## config.mk

```make
export PLATFORM = sky130hd
export DESIGN_NAME = uart_rx_flat
export DESIGN_NICKNAME = d
export VERILOG_FILES = /design/src/rtl/uart_rx_if.sv /design/src/rtl/uart_rx.sv /design/src/flat_wrapper.sv
export SDC_FILE = /design/constraint.sdc
export NUM_CORES = 1
export LEC_CHECK = 0
export BUFFER_PORTS_ARGS = -buffer_cell sky130_fd_sc_hd__buf_2
export CORE_MARGIN = 10
export CORE_UTILIZATION = 30
export DETAILED_ROUTE_END_ITERATION = 7
export SETUP_SLACK_MARGIN = 0.3
export SYNTH_ARGS = -nofsm -noshare
export SYNTH_HDL_FRONTEND = slang
export SYNTH_SLANG_ARGS = --single-unit
```

## constraint.sdc

```tcl
create_clock -name clk -period 1.6 [get_ports clk]
set_input_delay 0.32 -clock clk [delete_from_list [all_inputs] [get_ports clk]]
set_output_delay 0.32 -clock clk [all_outputs]
set_load 0.01 [all_outputs]
```

## src/rtl/uart_rx_if.sv

```systemverilog
// Serial receive side bundle: line and baud tick in, received byte and frame status out.
// Driver side uses master, the receiver uses slave.
interface uart_rx_if #(
   parameter int DATA_BITS = 8
);
   logic                 b_tick;
   logic                 rx;
   logic [DATA_BITS-1:0] d_out;
   logic                 rx_done;
   logic                 rx_busy;
   logic                 frame_err;

   modport master (
      output b_tick, rx,
      input  d_out, rx_done, rx_busy, frame_err
   );

   modport slave (
      input  b_tick, rx,
      output d_out, rx_done, rx_busy, frame_err
   );
endinterface

```

## src/rtl/uart_rx.sv

```systemverilog
// 8N1 UART receiver at 16x oversampling; byte and rx_done appear at the stop-bit centre.
// No backpressure: d_out is overwritten by each completed frame, the consumer must take it on rx_done.
module uart_rx #(
   parameter int DATA_BITS = 8,
   parameter int SB_TICK   = 16,
   parameter int SYNC_STG  = 2
) (
   input logic       clk,
   input logic       resetn,
   uart_rx_if.slave  bus
);

   localparam logic [1:0] S_IDLE  = 2'd0;
   localparam logic [1:0] S_START = 2'd1;
   localparam logic [1:0] S_DATA  = 2'd2;
   localparam logic [1:0] S_STOP  = 2'd3;

   localparam int             BW       = (DATA_BITS > 1) ? $clog2(DATA_BITS) : 1;
   localparam logic [BW-1:0]  BIT_LAST = BW'(DATA_BITS - 1);
   localparam logic [3:0]     SB_LAST  = 4'(SB_TICK - 1);

   logic [SYNC_STG-1:0]  sync_q,  sync_d;
   logic [1:0]           state_q, state_d;
   logic [3:0]           tick_q,  tick_d;
   logic [BW-1:0]        bit_q,   bit_d;
   logic [DATA_BITS-1:0] shreg_q, shreg_d;
   logic [DATA_BITS-1:0] dout_q,  dout_d;
   logic                 done_q,  done_d;
   logic                 busy_q,  busy_d;
   logic                 ferr_q,  ferr_d;
   logic                 rx_s;

   always_comb begin
      sync_d  = {sync_q[SYNC_STG-2:0], bus.rx};
      rx_s    = sync_q[SYNC_STG-1];
      state_d = state_q;
      tick_d  = tick_q;
      bit_d   = bit_q;
      shreg_d = shreg_q;
      dout_d  = dout_q;
      ferr_d  = ferr_q;
      done_d  = 1'b0;

      case (state_q)
         S_IDLE: begin
            if (!rx_s) begin
               state_d = S_START;
               tick_d  = 4'd0;
            end
         end
         S_START: begin
            // Start must still be low at its centre, otherwise it was a glitch.
            if (bus.b_tick) begin
               if (tick_q == 4'd7) begin
                  if (!rx_s) begin
                     state_d = S_DATA;
                     tick_d  = 4'd0;
                     bit_d   = '0;
                  end else begin
                     state_d = S_IDLE;
                  end
               end else begin
                  tick_d = tick_q + 4'd1;
               end
            end
         end
         S_DATA: begin
            if (bus.b_tick) begin
               if (tick_q == 4'd15) begin
                  shreg_d = {rx_s, shreg_q[DATA_BITS-1:1]};
                  tick_d  = 4'd0;
                  if (bit_q == BIT_LAST) begin
                     state_d = S_STOP;
                  end else begin
                     bit_d = bit_q + 1'b1;
                  end
               end else begin
                  tick_d = tick_q + 4'd1;
               end
            end
         end
         S_STOP: begin
            // Finishing at the stop centre leaves half a bit to re-arm for the next start.
            if (bus.b_tick) begin
               if (tick_q == SB_LAST) begin
                  dout_d  = shreg_q;
                  ferr_d  = ~rx_s;
                  done_d  = 1'b1;
                  state_d = S_IDLE;
               end else begin
                  tick_d = tick_q + 4'd1;
               end
            end
         end
         default: state_d = S_IDLE;
      endcase

      busy_d = (state_d != S_IDLE);
   end

   always_ff @(posedge clk or negedge resetn) begin
      if (!resetn) begin
         sync_q  <= '1;
         state_q <= S_IDLE;
         tick_q  <= 4'd0;
         bit_q   <= '0;
         shreg_q <= '0;
         dout_q  <= '0;
         done_q  <= 1'b0;
         busy_q  <= 1'b0;
         ferr_q  <= 1'b0;
      end else begin
         sync_q  <= sync_d;
         state_q <= state_d;
         tick_q  <= tick_d;
         bit_q   <= bit_d;
         shreg_q <= shreg_d;
         dout_q  <= dout_d;
         done_q  <= done_d;
         busy_q  <= busy_d;
         ferr_q  <= ferr_d;
      end
   end

   assign bus.d_out     = dout_q;
   assign bus.rx_done   = done_q;
   assign bus.rx_busy   = busy_q;
   assign bus.frame_err = ferr_q;

endmodule

```

## src/flat_wrapper.sv

```systemverilog
// flat-port wrapper written by rule: the top's interface ports become plain ports
module uart_rx_flat 
#(
   parameter int DATA_BITS = 8,
   parameter int SB_TICK   = 16,
   parameter int SYNC_STG  = 2
)
  (clk, resetn, bus_b_tick, bus_rx, bus_d_out, bus_rx_done, bus_rx_busy, bus_frame_err);
  uart_rx_if #(.DATA_BITS(DATA_BITS)) bus_i ();
  input logic clk;
  input logic resetn;
  input wire logic [$bits(bus_i.b_tick)-1:0] bus_b_tick;
  input wire logic [$bits(bus_i.rx)-1:0] bus_rx;
  output wire logic [$bits(bus_i.d_out)-1:0] bus_d_out;
  output wire logic [$bits(bus_i.rx_done)-1:0] bus_rx_done;
  output wire logic [$bits(bus_i.rx_busy)-1:0] bus_rx_busy;
  output wire logic [$bits(bus_i.frame_err)-1:0] bus_frame_err;
  assign bus_i.b_tick = bus_b_tick;
  assign bus_i.rx = bus_rx;
  assign bus_d_out = bus_i.d_out;
  assign bus_rx_done = bus_i.rx_done;
  assign bus_rx_busy = bus_i.rx_busy;
  assign bus_frame_err = bus_i.frame_err;
  uart_rx #(.DATA_BITS(DATA_BITS), .SB_TICK(SB_TICK), .SYNC_STG(SYNC_STG)) u_core (.clk(clk), .resetn(resetn), .bus(bus_i));
endmodule
```

# After elaboration in Yosys (flattened, before gate mapping)
# Cells that the tools add are included.
[classes]
n_bitwise = 1
n_eq_ne = 14
n_mux = 28
addsub = 2
reduce_logical = 7
[ops]
columns = ["cell", "count"]
rows = [
  ["$mux 4", 7],
  ["$mux 2", 9],
  ["$mux 3", 6],
  ["$pmux 4 s4", 1],
  ["$ne 2x2->1 const B", 6],
  ["$pmux 2 s4", 1],
  ["$reduce_and 7->1", 1],
  ["$pmux 3 s2", 1],
  ["$reduce_and 3->1", 2],
  ["$add 4x1->4 const B", 1],
  ["$eq 2x2->1 const B", 2],
  ["$eq 4x3->1 const B", 1],
  ["$eq 4x4->1 const B", 1],
  ["$ne 2x1->1 const B", 2],
  ["$reduce_and 4->1", 1],
  ["$reduce_bool 2->1", 2],
  ["$add 3x1->3 const B", 1],
  ["$eq 3x3->1 const B", 1],
  ["$mux 1", 3],
  ["$eq 2x1->1 const B", 1],
  ["$logic_not 2->1", 1],
  ["$not 1->1", 1],
]
[word_totals]
register_bits = 30
input_bits = 4
out_inout_bits = 11
wordCells = 61

# Depth between registers and ports, before layout
# Gate-level depths: netlist of run 1.
[logic_depth]
ltp_word = 6
ltp_mapped = 5
depth_no_buf = 5

# Least setup slack after synthesis of run 1
# No wires, ideal clock.
[synth_path]
kind = "register -> register"
from = "reg u_core.tick_q[1]"
to = "reg u_core.dout_q[1], in the netlist u_core.bus.d_out[1]"
period_less_slack_ns = 1.566
required_ns = 1.475
arrival_ns = 1.441
setup_ns = 0.125
n_path_buf = 1
path_slack_ns = 0.034
stages_incl_launch_ff = 6
path_cell_list = "dfrtp_1 ha_1 and3_4 and3_4 buf_8 mux2_4"
[synth_between]
elab_chain_len = 2
[synth_rtl]
columns = ["item", "line", "rtl"]
rows = [
  ["start, declared", "uart_rx.sv:24", "logic [3:0] tick_q, tick_d;"],
  ["start signal, assigned", "uart_rx.sv:115", "tick_q <= tick_d;"],
  ["$eq 4x4->1", "uart_rx.sv:85", "if (tick_q == SB_LAST) begin"],
  ["$reduce_and 3->1 (no source line)", "-", ""],
  ["end signal, assigned", "uart_rx.sv:118", "dout_q <= dout_d;"],
  ["end, declared", "uart_rx.sv:27", "logic [DATA_BITS-1:0] dout_q, dout_d;"],
]
# No other way between the ends.
# A chain may end at the register's enable or synchronous reset.

# Worst setup path in the final report of run 1
[layout_path]
from = "reg u_core.tick_q[0]"
to = "reg u_core.dout_q[7], in the netlist u_core.bus.d_out[7]"
# Same word-level chain as after synthesis.

==> flow_summary_export.csv, run 1 <==
group,metric,value,unit
drt,drtIter0Drc,59,
outcome,outcome,"finished clean",
clock_network,clock_tree.htree_level_count,2,
yosys,synth_area_per_cell,13.14,um2
clock_network,clockRootBuffer,"clkbuf_8",
timing,fin_setup_tns,0,ns
yosys,synth-async-reset-ratio,1.000,
run,drv_cap,0,
floorplanning,fp.dieW,90.04,um
timing,worst_slack,0.1205,ns
power,p_per_area,1399,nW/um2
power,netSwitchingFraction,0.3124,
critical_path,start_kind,"flip-flop",
timing,hold_violations,0,
placement,dp_slack,0.01535,ns
critical_path,rrSetupSlack,0.12,ns
critical_path,cp_common_cell,"and3_4",
yosys,syn_nets,119,
yosys,yosysUniqueCellTypes,40,
yosys,ys.flop_type,"dfrtp_1",
placement,gp_congestion,0.7735,
critical_path,worst_r2r_startpoint,"u_core.tick_q[0]$_DFFE_PN0P_",
drt,drt_pass1_iterations,4,
yosys,synth-edff-count,0,
clock_network,clkLatencyLatePin,0.28,ns
layout,nFillCells,445,
timing,maxSlewViolCount,0,
global_route,grt_max_degree,31,
yosys,synth.top_cells.by_area,"dfrtp_1 48%, mux2_4 16%, dfstp_2 3.6%, ha_1 2.6%, mux2i_1 2.0%",
clock_network,clk_pin_slew,0.07,ns
global_route,grt_pass1_wl,5333,um
drt,antenna_left,0,
global_route,grt_overflow_total,0,
critical_path,path_delay_family,"simple AND/OR/NAND/NOR gates",
yosys,yosys_register_bits,30,
floorplanning,die_y,90.04,um
timing,setup_violations,0,
global_route,antenna_found_initial,0,
drt,drt-vias-per-instance,4.738,
critical_path,cp_max_fo,6,
layout,fin_util,0.4058,
critical_path,path_buf_inv,0,
yosys,yosysWarnings,0,
critical_path,rr_worst_depth,4,
critical_path,end_kind,"flip-flop",
clock_network,cts_tree,"yes",
placement,dp_hpwl,2043,um
critical_path,r2r-end,"u_core.bus.d_out[7]$_DFFE_PN0P_",
layout,drive_gt1_frac,0.5238,
critical_path,crit_arrival,1.64,ns
drt,finalWirelength,3161,um
yosys,yosys.area.top_type,"dfrtp_1",
drt,vias,1014,
timing,tightest_slew,0.6668,ns
layout,area_growth,30.27,%
layout,insertedDiodeCount,0,
placement,port_buffers,14,
min_path,holdCritPathClass,"in -> async",
timing,finalCriticalPeriod,1.480,ns
drt,routedWlPerCell,14.77,um
power,clockPowerShare,0.279,
drt,post-route-drc-count,0,
critical_path,critical_path.startpoint,"u_core.tick_q[0]$_DFFE_PN0P_",
floorplanning,rows,25,
yosys,netlist_instances,112,
critical_path,crit_chain,"ha_4 > and3_4 > and3_4 > mux2_4",
timing,relSlewSlack,0.5555,
floorplanning,io_pins,15,
layout,final_nets,153,
floorplanning,start_util,0.3115,
layout,layout_commonest_cell,"dfrtp_1",
floorplanning,core,4723,um2
yosys,yosysSeqAreaShare,0.5119,
global_route,grt_usage,0.08120,
power,p_leak,0.9112,nW
floorplanning,die-area,8106,um2
critical_path,worstPathRequired,1.76,ns
power,p_int,1.844,mW
power,ir_drop,524.9,uV
critical_path,path_class,"reg -> reg",
clock_network,clock_path_buffers,2,
yosys,synth_top_area_share,0.4762,
power,combPwrFrac,0.362,
yosys,syn_area,1471,um2
critical_path,slowest_stage,"dfrtp_1",
timing,fmaxAchievable,0.6759,GHz
global_route,grt_pass1_vias,1061,
power,switchingPower,0.8376,mW
power,seq_power_share,0.360,
clock_network,cts_hold_buf,0,
clock_network,cts_buffers,5,
clock_network,clock-sinks,30,
timing,rsz0062_at_grt,"true",
layout,final_cell_mix,"27 x dfrtp_1, 17 x mux2_4, 16 x buf_4",
timing,final.period_utilization,0.9247,
timing,clock_skew,0.006413,ns
critical_path,critPathMaxStageDelay,0.39,ns
[cell type report]
type / count / area (um2) / share of cell area
Sequential cell: 30 / 754.5 / 0.3936
Tap cell: 67 / 83.83 / 0.04373
Multi-Input combinational cell: 71 / 742.0 / 0.3871
Clock inverter: 3 / 40.04 / 0.02089
Timing Repair Buffer: 31 / 201.4 / 0.1051
Clock buffer: 5 / 68.82 / 0.03590
Inverter: 7 / 26.28 / 0.01371
[logic make-up (layout without fill, tap and decap cells)]
logic type | count (synthesis) | in the layout | share of synthesized area
xor+xnor | 1 | 1 | 0.005953
simple gates | 24 | 25 | 0.1114
compound gates | 22 | 22 | 0.1063
buf+inv | 12 | 46 | 0.04762
fa+ha+maj | 3 | 3 | 0.02551
flops | 30 | 30 | 0.5119
mux | 20 | 20 | 0.1913
[worst max-delay path by stage]
stage,end,slack (ns),cells past startpoint
finish,u_core.bus.d_out[7]$_DFFE_PN0P_,0.12,4
global placement,u_core.bus.d_out[0]$_DFFE_PN0P_,0.06,4
floorplan,u_core.bus.d_out[1]$_DFFE_PN0P_,0.1,5
detailed placement,u_core.bus.d_out[0]$_DFFE_PN0P_,0.02,4
global route,u_core.bus.d_out[1]$_DFFE_PN0P_,0.08,4
CTS,u_core.bus.d_out[7]$_DFFE_PN0P_,0.13,4
[metal layers]
metal  global-route usage  share of wire  vias up
li1                     -              -      476
met1              0.09717           0.47      511
met2               0.1241           0.47       22
met3              0.02411          0.039        5
met4              0.05172          0.026        0
met5                    0              0        -
[power groups by stage]
stage                     Combinational [mW]  Clock [mW]  Sequential (mW)
after floorplan                        0.446           0            0.971
after global placement                 0.653           0            0.967
after detailed placement               0.672           0            0.975
after CTS                              0.903       0.770            0.962
after global routing                    1.06       0.796            0.974
final                                  0.970       0.747            0.964
[timing repair]
| item | 4_1_cts | 5_1_grt |
|---|---|---|
| endpoints found under the setup margin | 26 | 26 |
| gates cloned | 1 | 0 |
| setup buffers | 8 | 2 |
| gates resized for setup | 11 | 5 |
| pin swaps | 7 | 2 |
[synthesized netlist by cell type, drive strengths merged (2+ instances only)]
cell / number
mux2i: 3
dfrtp: 28
a211oi: 2
o21ai: 4
a21oi: 3
nor3b: 2
buf: 5
ha: 3
a22oi: 2
and2: 2
nor2b: 2
nand2: 5
inv: 7
dfstp: 2
a31oi: 2
o221ai: 2
and3: 5
mux2: 17
[registers in the layout, indices dropped and copies added, names as in the netlist]
name and flops:
u_core.bus.d_out 8, u_core.shreg_q 8, u_core.tick_q 4, u_core.bit_q 3
u_core.state_q 2, u_core.sync_q 2, u_core.bus.frame_err 1, u_core.bus.rx_busy 1
u_core.bus.rx_done 1
[metrics by stage]
step / hold WS, ns / power [mW] / instances / area [um2]
after floorplan: 0.02441 / 1.418 / 112 / 1493
after global placement: 0.3470 / 1.620 / 195 / 1652
after detailed placement: 0.3475 / 1.647 / 195 / 1652
after CTS: 0.09370 / 2.635 / 212 / 1883
after global routing: 0.1182 / 2.832 / 214 / 1917
final: 0.06543 / 2.681 / 214 / 1917
[worst register-to-register path: stages, from the launching register on]
cell and delay (ns):
dfrtp_1 0.39, ha_4 0.17, and3_4 0.21, and3_4 0.28
mux2_4 0.32
Power figures use the tool's default switching activity.
==> run 2: changes to the inputs <==
CTS_BUF_LIST = sky130_fd_sc_hd__clkbuf_16   (was not set)
MAX_ROUTING_LAYER = met4   (was not set)
PLACE_DENSITY = 0.55   (was not set)
==> run 2 against run 1 <==
Net effect:
- sequential power about the same
- non-clock buffer count fell by 1
- design area rose by 3.0%
- utilization increased by 1.2 points
- combinational power shrank 3.7%
- critical path depth unchanged
- global-route usage increased by 0.41 points
- clock-buffer cell count stayed put
- die area unchanged
- sequential share of layout area is 1.1 points lower
==> flow_summary_export.csv, run 2 (synthesized netlist as in run 1, its figures left out) <==
group,metric,value,unit
layout,fin_util,0.4180,
floorplanning,io_pins,15,
drt,finalWirelength,3194,um
drt,drtIter0Drc,42,
timing,rsz0062_at_grt,"true",
clock_network,clock_tree.htree_level_count,2,
drt,drt_pass1_iterations,4,
critical_path,end_kind,"flip-flop",
floorplanning,die-area,8106,um2
timing,clock_skew,0.003507,ns
min_path,holdCritPathClass,"in -> async",
run,drv_cap,0,
layout,area_growth,34.18,%
layout,drive_gt1_frac,0.5274,
drt,drt-vias-per-instance,4.822,
placement,gp_congestion,0.8722,
floorplanning,core,4723,um2
layout,final_cell_mix,"27 x dfrtp_1, 17 x mux2_4, 16 x buf_4",
drt,antenna_left,0,
global_route,grt_overflow_total,0,
layout,final_nets,152,
clock_network,clockRootBuffer,"clkbuf_16",
global_route,grt_pass1_vias,1074,
drt,vias,1027,
timing,tightest_slew,0.6772,ns
power,p_leak,0.9313,nW
critical_path,critical_path.startpoint,"u_core.tick_q[0]$_DFFE_PN0P_",
placement,dp_hpwl,1954,um
floorplanning,die_y,90.04,um
global_route,grt_usage,0.08529,
drt,post-route-drc-count,0,
critical_path,worstPathRequired,1.75,ns
timing,final.period_utilization,0.9187,
timing,setup_violations,0,
timing,maxSlewViolCount,0,
clock_network,clkLatencyLatePin,0.27,ns
placement,port_buffers,14,
global_route,grt_max_degree,31,
timing,hold_violations,0,
power,ir_drop,527.9,uV
clock_network,clock_path_buffers,2,
clock_network,cts_tree,"yes",
clock_network,cts_hold_buf,0,
timing,fmaxAchievable,0.6803,GHz
critical_path,path_class,"reg -> reg",
clock_network,clock-sinks,30,
power,total_power,2.944,mW
drt,routedWlPerCell,15.00,um
global_route,grt_pass1_wl,5395,um
critical_path,start_kind,"flip-flop",
clock_network,clk_pin_slew,0.05,ns
critical_path,crit_arrival,1.62,ns
floorplanning,rows,25,
timing,relSlewSlack,0.5486,
timing,fin_setup_tns,0,ns
layout,fin_area,1974,um2
global_route,antenna_found_initial,0,
critical_path,worst_r2r_startpoint,"u_core.tick_q[0]$_DFFE_PN0P_",
timing,finalCriticalPeriod,1.470,ns
outcome,outcome,"finished clean",
placement,placed_area,1637,um2
power,p_per_area,1491,nW/um2
floorplanning,fp.dieW,90.04,um
floorplanning,start_util,0.3115,
critical_path,cp_max_fo,6,
layout,layout_commonest_cell,"dfrtp_1",
clock_network,cts_buffers,5,
layout,insertedDiodeCount,0,
==> run 2: worst paths after layout <==
| check | end | slack (ns) | cells after the start |
|---|---|---|---|
| max | u_core.bus.d_out[2]$_DFFE_PN0P_ | 0.13 | 4 |
| min | u_core.bus.frame_err$_DFFE_PN0P_ | 0.09 | 1 |
| max reg2reg | u_core.bus.d_out[2]$_DFFE_PN0P_ | 0.13 | 4 |
| min reg2reg | u_core.sync_q[1]$_DFF_PN1_ | 0.36 | 0 |
| max in group asynchronous | u_core.state_q[1]$_DFF_PN0_ | 1.04 | 1 |
| min in group clk | u_core.sync_q[0]$_DFF_PN1_ | 0.14 | 1 |
==> run 2: routing by layer <==
metal | up-vias | track usage | share of wire
met5 | - | - | 0
met4 | 0 | 0.05305 | 0.026
met3 | 9 | 0.03658 | 0.047
met2 | 25 | 0.1217 | 0.47
met1 | 519 | 0.09640 | 0.46
li1 | 474 | - | -
==> run 2: final cells by class <==
class	count	area, um2
Multi-Input combinational cell	71	754.5
Fill cell	456	2749
Clock inverter	3	40.04
Inverter	7	26.28
Timing Repair Buffer	30	190.2
Clock buffer	5	125.1
Tap cell	67	83.83
Sequential cell	30	754.5
==> run 2: per-stage QoR <==
stage / hold slack (ns) / std cells / setup WS (ns)
finish: 0.08857 / 213 / 0.1300
global route: 0.1347 / 213 / 0.09677
CTS: 0.1059 / 213 / 0.1436
detailed placement: 0.3576 / 193 / 0.01270
global placement: 0.3468 / 193 / 0.05496
floorplan: 0.02441 / 112 / 0.09808
==> run 2: report_power, final <==
group          internal, mW  switching [mW]
Combinational         0.481           0.453
Clock                 0.727           0.318
Sequential            0.874          0.0911
==> run 2: timing repair <==
action                     in CTS  in global routing
gates cloned                    1                  0
gates resized for setup        14                  4
pin swaps                       7                  5
setup endpoints to repair      26                 25
buffers inserted               11                  0
==> run 2: critical path: stages, from the launching register on <==
cell     delay (ns)
dfrtp_1        0.40
ha_4           0.17
and3_4         0.19
and3_4         0.27
mux2_4         0.31
==> run 3: changes to the inputs <==
CORE_MARGIN = 2   (was 10)
==> run 3 against run 2 <==
Net effect:
- clock power is 18% lower
- largest cell class unchanged
- utilization down 1.1 points
- via count fell by 3.0%
- critical endpoint is now u_core.bus.d_out[6]$_DFFE_PN0P_
==> flow_summary_export.csv, run 3 (synthesized netlist as in run 1, its figures left out) <==
group,metric,value,unit
drt,routedWlPerCell,13.63,um
drt,finalWirelength,2863,um
layout,insertedDiodeCount,0,
power,switchingPower,0.8085,mW
timing,fin_setup_tns,0,ns
placement,dp_hpwl,1857,um
timing,setup_violations,0,
timing,relSlewSlack,0.5693,
power,clockPowerShare,0.318,
global_route,grt_pass1_wl,4843,um
critical_path,path_class,"reg -> reg",
min_path,holdCritPathClass,"in -> async",
placement,port_buffers,14,
clock_network,cts_buffers,5,
placement,gp_congestion,0.8378,
power,p_per_area,1392,nW/um2
global_route,grt_usage,0.1213,
critical_path,crit_arrival,1.62,ns
critical_path,worstPathRequired,1.75,ns
global_route,grt_max_degree,31,
critical_path,end_kind,"flip-flop",
global_route,antenna_found_initial,0,
layout,layout_commonest_cell,"dfrtp_1",
drt,drt-vias-per-instance,4.743,
layout,final_cell_mix,"27 x dfrtp_1, 17 x mux2_4, 14 x buf_2",
timing,fmaxAchievable,0.6809,GHz
floorplanning,die-area,5481,um2
timing,tightest_slew,0.6461,ns
power,p_int,1.865,mW
power,total_power,2.674,mW
clock_network,clockRootBuffer,"clkbuf_16",
power,p_leak,0.9075,nW
clock_network,clock_path_buffers,2,
timing,hold_violations,0,
timing,final.period_utilization,0.9179,
clock_network,clkLatencyLatePin,0.27,ns
global_route,grt_pass1_vias,1013,
layout,final_nets,149,
run,drv_cap,0,
clock_network,clock-sinks,30,
outcome,outcome,"finished clean",
floorplanning,fp.dieW,74.04,um
critical_path,cp_max_fo,6,
layout,nFillCells,442,
floorplanning,rows,25,
timing,clock_skew,0.003345,ns
floorplanning,start_util,0.3115,
drt,antenna_left,0,
power,seq_power_share,0.365,
clock_network,clk_pin_slew,0.05,ns
power,netSwitchingFraction,0.3024,
drt,drtIter0Drc,11,
floorplanning,die_y,74.04,um
clock_network,cts_tree,"yes",
clock_network,clock_tree.htree_level_count,2,
drt,drt_pass1_iterations,4,
timing,maxSlewViolCount,0,
power,ir_drop,448.1,uV
timing,rsz0062_at_grt,"true",
power,combPwrFrac,0.317,
clock_network,cts_hold_buf,0,
floorplanning,core,4723,um2
layout,drive_gt1_frac,0.5035,
critical_path,start_kind,"flip-flop",
drt,post-route-drc-count,0,
layout,area_growth,30.53,%
drt,vias,996,
global_route,grt_overflow_total,0,
floorplanning,io_pins,15,
timing,finalCriticalPeriod,1.469,ns
## run 3: power by group through the flow
stage / combinational, mW / sequential (mW) / clock, mW
floorplan: 0.446 / 0.971 / 0
global placement: 0.588 / 0.976 / 0
detailed placement: 0.609 / 0.988 / 0
CTS: 0.771 / 0.979 / 0.876
global route: 0.945 / 0.985 / 0.912
finish: 0.848 / 0.976 / 0.849
## run 3: routing by layer
metal | track usage | share of wire | vias to the layer above
met5 | - | 0 | -
met4 | 0.04646 | 0.013 | 0
met3 | 0.04743 | 0.038 | 5
met2 | 0.1825 | 0.48 | 16
met1 | 0.1467 | 0.46 | 510
li1 | - | - | 465
## run 3: timing repair
item	4_1_cts	5_1_grt
buffers inserted	6	2
pin swaps	8	2
gates cloned	1	0
endpoints found under the setup margin	26	26
resized for setup	15	4
## run 3: final cells by class
class / count / area [um2] / area share
multi-input cells: 71 / 752.0 / 0.3915
repair buffers: 27 / 167.7 / 0.08730
clock inverters: 3 / 11.26 / 0.005863
well taps: 67 / 83.83 / 0.04365
inverters: 7 / 26.28 / 0.01368
flip-flops and latches: 30 / 754.5 / 0.3928
clock buffers: 5 / 125.1 / 0.06515
## run 3: critical path: stages (launching register included)
cell	delay, ns
dfrtp_1	0.40
ha_4	0.17
and3_4	0.19
and3_4	0.27
mux2_4	0.31
## run 3: worst paths after layout
path                                              endpoint  slack, ns                    startpoint  cells past startpoint
max                        u_core.bus.d_out[6]$_DFFE_PN0P_       0.13  u_core.tick_q[0]$_DFFE_PN0P_                      4
min                        u_core.bus.d_out[1]$_DFFE_PN0P_       0.08                        resetn                      1
max reg2reg                u_core.bus.d_out[6]$_DFFE_PN0P_       0.13  u_core.tick_q[0]$_DFFE_PN0P_                      4
min reg2reg                     u_core.sync_q[1]$_DFF_PN1_       0.36    u_core.sync_q[0]$_DFF_PN1_                      0
max in group asynchronous      u_core.state_q[1]$_DFF_PN0_       1.06                        resetn                      1
min in group clk                u_core.sync_q[0]$_DFF_PN1_       0.15                        bus_rx                      1
## run 3: metrics by stage
step,worst slack (ns),cells,cell area (um2),hold slack (ns),util
after floorplan,0.09808,112,1493,0.02441,-
after global placement,0.05388,193,1637,0.3464,0.3465
after detailed placement,0.02237,193,1637,0.3481,0.3465
after CTS,0.1316,208,1883,0.1033,0.3987
after global routing,0.08709,210,1921,0.1374,0.4066
final,0.1314,210,1921,0.07565,0.4066
